**src/rtl/sync_ff_filt_pkg.sv**
```systemverilog
// Shared constants and helpers for the sync_ff_filt synchronizer family.
// Optional edge outputs are controlled by the SYNC_FF_FILT_EDGE_EN macro.
package sync_ff_pkg;

    localparam int unsigned SYNC_FF_MIN_STAGES = 2;

    // Qualification counter width. Returns 1 in bypass so that the parameter stays legal.
    function automatic int unsigned sync_ff_cnt_width(input int unsigned filt_cycles);
        int unsigned w;
        if (filt_cycles == 0) begin
            w = 1;
        end else begin
            w = $clog2(filt_cycles + 1);
        end
        return w;
    endfunction

endpackage

```
**src/rtl/sync_ff_filt_ch.sv**
```systemverilog
// One channel of sync_ff_filt: synchronizer chain, debounce filter and edge detect.
// Edge detection (q_dly_q, o_rise, o_fall) is built only when SYNC_FF_FILT_EDGE_EN is defined.
module sync_ff_filt_ch
    import sync_ff_pkg::*;
#(
    parameter int unsigned STAGES      = SYNC_FF_MIN_STAGES,
    parameter int unsigned FILT_CYCLES = 4,
    parameter int unsigned CNT_W       = sync_ff_cnt_width(FILT_CYCLES),
    parameter logic        RST_VAL     = 1'b0
) (
    input  logic i_clk,
    input  logic i_rst_n,
    input  logic i_d,
    output logic o_q,
    output logic o_rise,
    output logic o_fall
);

    generate
        if (CNT_W < sync_ff_cnt_width(FILT_CYCLES)) begin : g_cnt_w_err
            $error("sync_ff_filt_ch: CNT_W too narrow for FILT_CYCLES");
        end
    endgenerate

    logic [STAGES-1:0] sync_q;
    logic              sync_s;

    always_ff @(posedge i_clk or negedge i_rst_n) begin
        if (!i_rst_n) begin
            sync_q <= {STAGES{RST_VAL}};
        end else begin
            sync_q <= {sync_q[STAGES-2:0], i_d};
        end
    end

    assign sync_s = sync_q[STAGES-1];

    generate
        if (FILT_CYCLES == 0) begin : g_bypass
            assign o_q = sync_s;
        end else begin : g_filt
            localparam logic [CNT_W-1:0] CntMax = CNT_W'(FILT_CYCLES - 1);

            logic [CNT_W-1:0] cnt_q;
            logic [CNT_W-1:0] cnt_d;
            logic             lvl_q;
            logic             lvl_d;

            // Any cycle of agreement drops the count back to zero.
            always_comb begin
                cnt_d = '0;
                lvl_d = lvl_q;
                if (sync_s != lvl_q) begin
                    if (cnt_q == CntMax) begin
                        lvl_d = sync_s;
                    end else begin
                        cnt_d = cnt_q + CNT_W'(1);
                    end
                end
            end

            always_ff @(posedge i_clk or negedge i_rst_n) begin
                if (!i_rst_n) begin
                    cnt_q <= '0;
                    lvl_q <= RST_VAL;
                end else begin
                    cnt_q <= cnt_d;
                    lvl_q <= lvl_d;
                end
            end

            assign o_q = lvl_q;

            a_cnt_bound: assert property (@(posedge i_clk) disable iff (!i_rst_n)
                cnt_q <= CntMax);
        end
    endgenerate

`ifdef SYNC_FF_FILT_EDGE_EN
    // o_q delayed by one cycle; shares RST_VAL with o_q so reset never makes a pulse.
    logic q_dly_q;

    always_ff @(posedge i_clk or negedge i_rst_n) begin
        if (!i_rst_n) begin
            q_dly_q <= RST_VAL;
        end else begin
            q_dly_q <= o_q;
        end
    end

    assign o_rise = o_q & ~q_dly_q;
    assign o_fall = ~o_q & q_dly_q;

    a_edge_excl: assert property (@(posedge i_clk) disable iff (!i_rst_n)
        !(o_rise && o_fall));
`else
    assign o_rise = 1'b0;
    assign o_fall = 1'b0;
`endif

endmodule

```
**src/rtl/sync_ff_filt.sv**
```systemverilog
// Multi-bit level synchronizer with per-channel debounce filter and reset value.
// Define SYNC_FF_FILT_EDGE_EN to build the o_rise/o_fall edge pulses; otherwise they read 0.
module sync_ff_filt
    import sync_ff_pkg::*;
#(
    parameter int unsigned      WIDTH       = 1,
    parameter int unsigned      STAGES      = 2,
    parameter int unsigned      FILT_CYCLES = 4,
    parameter logic [WIDTH-1:0] RST_VAL     = {WIDTH{1'b0}}
) (
    input  logic             i_clk,
    input  logic             i_rst_n,
    input  logic [WIDTH-1:0] i_d,
    output logic [WIDTH-1:0] o_q,
    output logic [WIDTH-1:0] o_rise,
    output logic [WIDTH-1:0] o_fall
);

    localparam int unsigned CNT_W = sync_ff_cnt_width(FILT_CYCLES);

    generate
        if (STAGES < SYNC_FF_MIN_STAGES) begin : g_stages_err
            $error("sync_ff_filt: STAGES must be at least 2");
        end
        if (WIDTH == 0) begin : g_width_err
            $error("sync_ff_filt: WIDTH must be at least 1");
        end
    endgenerate

    // Channels are fully independent; no cross-bit coherency is provided.
    for (genvar i = 0; i < WIDTH; i++) begin : g_ch
        sync_ff_filt_ch #(
            .STAGES      (STAGES),
            .FILT_CYCLES (FILT_CYCLES),
            .CNT_W       (CNT_W),
            .RST_VAL     (RST_VAL[i])
        ) u_ch (
            .i_clk   (i_clk),
            .i_rst_n (i_rst_n),
            .i_d     (i_d[i]),
            .o_q     (o_q[i]),
            .o_rise  (o_rise[i]),
            .o_fall  (o_fall[i])
        );
    end

endmodule

```
**config.mk**
```make
export PLATFORM = sky130hd
export DESIGN_NAME = sync_ff_filt
export DESIGN_NICKNAME = d
export VERILOG_FILES = /design/src/rtl/sync_ff_filt_pkg.sv /design/src/rtl/sync_ff_filt_ch.sv /design/src/rtl/sync_ff_filt.sv
export SDC_FILE = /design/constraint.sdc
export NUM_CORES = 1
export LEC_CHECK = 0
export ABC_AREA = 0
export CORE_AREA = 4 4 41 43
export DETAILED_ROUTE_END_ITERATION = 10
export DIE_AREA = 0 0 45 47
export GPL_TIMING_DRIVEN = 0
export PLACE_DENSITY_LB_ADDON = 0.3
export SLEW_MARGIN = 20
export SYNTH_ARGS = -nofsm -noshare
export SYNTH_HDL_FRONTEND = slang
export SYNTH_SLANG_ARGS = --single-unit
```
**constraint.sdc**
```tcl
create_clock -name i_clk -period 3.68 [get_ports i_clk]
set_clock_uncertainty 0.05 [all_clocks]
set_input_delay 0.92 -clock i_clk [delete_from_list [all_inputs] [get_ports i_clk]]
set_output_delay 0.92 -clock i_clk [all_outputs]
set_load 0.01 [all_outputs]
```
# Yosys cells after proc, flatten, opt, wreduce, memory -nomap -nowiden
# Cells that the tools add are included.
# classes
n_eq_ne,2
mux,2
n_addsub,1
reduce_logical,1
# op_table
cell,count
two-way mux 3 bit,2
"adder 3 x 1 -> 3 bit, second input constant",1
"== test 3 x 2 -> 1 bit, second input constant",1
AND reduction 2 bit,1
inequality test 1 bit,1
# totals
elab_cells,9
reg_bits,6

# Depth between registers and ports, before layout
# Gate-level depths: netlist of run 1.
# depth
depth_word,3
depth_mapped,3
mapped_depth_nobuf,3

# Worst setup path after synthesis of run 1
# Ideal clock, no wire load.
# synth_path
path_type,register to output
start,register g_ch[0].u_ch.g_filt.lvl_q
end,output o_q
path_slack_ns,2.308
stages_incl_launch_ff,1
n_path_buf,0
arrival_ns,0.402
required_time_ns,2.710
cell_sequence,dfrtp_1
# synth_lines
element,line_no,text
start: declaration,sync_ff_filt_ch.sv:46,logic lvl_q;
start signal: assignment,sync_ff_filt_ch.sv:68,lvl_q <= lvl_d;
end: declaration,sync_ff_filt.sv:14,"output logic [WIDTH-1:0] o_q,"
# No word-level cell between the ends.

# Final worst setup path of run 1
# layout_path
start,register g_ch[0].u_ch.g_filt.lvl_q
end,output o_q
# No word-level cell between the ends.

==> impl_results.md, run 1 <==
- Status: finished clean
- Final Non-Filler Cells: 38
- Die W: 45 microns
- I/O Pins: 6
- Post-route setup slack: 1542 ps
- Layout Nets: 29
- Endpoints failing setup: 0
- Slew Viols, Final: 0
- Worst path required time: 2710 ps
- Share of the synthesized area in the top cell type: 0.6061
- H-tree Lvls: 1
- Synth cell types: 10
- Final WL: 340 microns
- Seq/Total Area, Yosys: 0.6061
- Cell area power density: 663.3 nW/um^2
- Dpl cell area: 300.3 sq um
- Final Hold Fails: 0
- Share of cells above drive strength 1: 0.3913
- Initial DRC count: 0
- Max VDD drop: 0.0002293 V
- Die area: 2115 sq um
- Crit start category: flip-flop
- Fillers: 150
- Clock buffer depth: 2
- Post-CTS Setup Repair Bufs: 0
- Row cnt: 13
- Routability Congestion: 0.6785
- CP arrival: 1170 ps
- Hold_buf cts: 0
- DR WL/cell: 8.947 microns
- Worst path slowest cell: clkdlybuf4s50_1
- Worst Hold Launch: g_ch[0].u_ch.sync_q[0]
- Largest net degree at the start of global routing: 7
- Core footprint: 1301 sq um
- # port buffers: 3
- TritonCTS Sinks: 6
- Via count: 130
- Final design utilization: 0.2481
- Initial core utilization: 0.1904
- RSZ-0062 raised after global routing: false
- Worst r2r src: g_ch[0].u_ch.g_filt.cnt_q[0]
- RR Endpoint: g_ch[0].u_ch.o_q
- First-pass GRT wire length: 607 microns
- DRC viols: 0
- HP Class: flip-flop to flip-flop
- CTS buffer count: 3
- All-Layer GR Usage: 0.04535
- Max Clock Freq: 467.8 MHz
- ANT nets after route: 0
- Min Tclk post-route: 2138 ps
- WS Path Type: flip-flop to primary output
- Leak Pwr: 0.1485 nW
- #FFs+latches synth: 6
- Place WS: 1795 ps
- Vias in the first global route: 162
- Worst Hold Endpoint: g_ch[0].u_ch.sync_q[1]
- Fin Setup TNS: 0 ps
- Layout Area Growth over Synthesis: 30.30%
- Clk root buf: clkbuf_4
- Drt pass-1 iters: 1
- Max_cap viols: 0
- Initial antenna violation count: 0
- Post-Syn Area: 247.7 sq um
- Top delay family on crit path: buffers and inverters
- R2R setup slack: 2460 ps
- Warnings from Yosys: 0
- DP HPWL: 266.4 microns
- Clk slew on worst S/H paths: 40 ps
- Die Ht: 47 microns
- Cells after DPL: 35
- Synth Area per Inst: 15.48 sq um
- Post-synthesis cell count: 16
- Crit. End Element: primary output
- Area leader, netlist: dfrtp_1
- Hold depth: 0
- GRT overflow: 0
- CP Max Fanout: 3
- Fin crit share: 0.5808
- Worst Path Buf+Inv: 1
- CP Depth: 1
- Fin area: 322.8 sq um
- Post-cts sizing count: 0
- Clk_lat worst skew: 240 ps
- Crit-path cells: clkdlybuf4s50_1
- R2r worst-path depth: 3
- Synth top area cells: dfrtp_1 61%, buf_4 6.1%, mux2_4 6.1%, nor2b_4 5.6%, ha_1 5.1%
- Drt via density: 3.421
- CTS tree: yes
- Slowest cell delay on critical path: 550 ps
- ANT cells: 0
-- sequential cells by signal, summed over array words and instances, names as in the netlist --
register / flops
g_ch.u_ch.sync_q: 2
g_ch.u_ch.o_q: 1
g_ch.u_ch.g_filt.cnt_q: 3
-- metrics by stage --
step | power [mW] | hold WS (ps)
final | 0.2141 | 294.1
after global routing | 0.2317 | 315.6
after CTS | 0.2194 | 297.3
after detailed placement | 0.1569 | 287.3
after global placement | 0.1550 | 282.9
after floorplan | 0.1345 | 281.2
-- synthesized netlist by cell type --
library cell and number:
mux2_4 1, ha_1 1, nor2b_1 1, conb_1 1
nor3b_2 1, xnor2_1 1, nor2b_4 1, buf_4 2
nor3_2 1, dfrtp_1 6
-- power by group --
group          internal [mW]  switching, mW
logic                 0.0379         0.0247
registers             0.0819         0.0107
clock network         0.0368         0.0221
-- worst register-to-register path, stage by stage, from the launching register on --
cell     delay (ps)
dfrtp_1         390
ha_1            230
nor2b_4         140
mux2_4          290
-- cell families (layout without fill, tap and decap cells) --
family,count (synthesis),after routing,share of synthesized area
DFF,6,6,0.6060
and+or+nand+nor,4,4,0.1717
buffers and inverters,2,8,0.06059
adders and majority gates,1,1,0.05050
other,1,2,0.01514
xor gates and xnor gates,1,1,0.03536
muxes,1,1,0.06059
-- worst max path at each step --
stage,startpoint,end,slack (ps)
floorplan,g_ch[0].u_ch.o_q,o_q,2310
global placement,g_ch[0].u_ch.o_q,o_q,1790
detailed placement,g_ch[0].u_ch.o_q,o_q,1790
CTS,g_ch[0].u_ch.o_q,o_q,1530
global route,g_ch[0].u_ch.o_q,o_q,1480
finish,g_ch[0].u_ch.o_q,o_q,1540
-- cells in the final DEF (no fill, tap or decap), drive strengths merged --
cell type      count
dfrtp              6
buf                2
clkbuf             3
mux2               1
nor2b              2
ha                 1
nor3b              1
conb               2
nor3               1
clkdlybuf4s50      3
xnor2              1
-- metal layers --
metal,vias up,track usage,share of wire
met2,6,0.06497,0.41
li1,61,-,-
met3,0,0.02299,0.065
met1,63,0.04408,0.52
met4,0,0.05263,0
met5,-,0,0
-- final cells by class --
type	instances	area (sq um)	share of cell area
well taps	15	18.77	0.05814
multi-input cells	9	86.33	0.2674
clock buffers	3	22.52	0.06977
flip-flops and latches	6	150.1	0.4651
plain buffers	2	15.01	0.04651
repair buffers	3	30.03	0.09302
Power figures use the tool's default switching activity.
==> inputs of run 2 (changes only) <==
Clock period 3.68 ns to 1.8 ns, I/O delays scaled along.
==> results of run 2 <==
Same layout as run 1 (identical final DEF). Status: finished clean.
Main changes from that run: setup slack after placement 1795 ps -> 384.8 ps; setup slack after layout 1542 ps -> 132.5 ps; register-to-register setup slack 2460 ps -> 580 ps; total power 0.2141 mW -> 0.4377 mW; worst IR drop on VDD 0.0002293 V -> 0.0004688 V
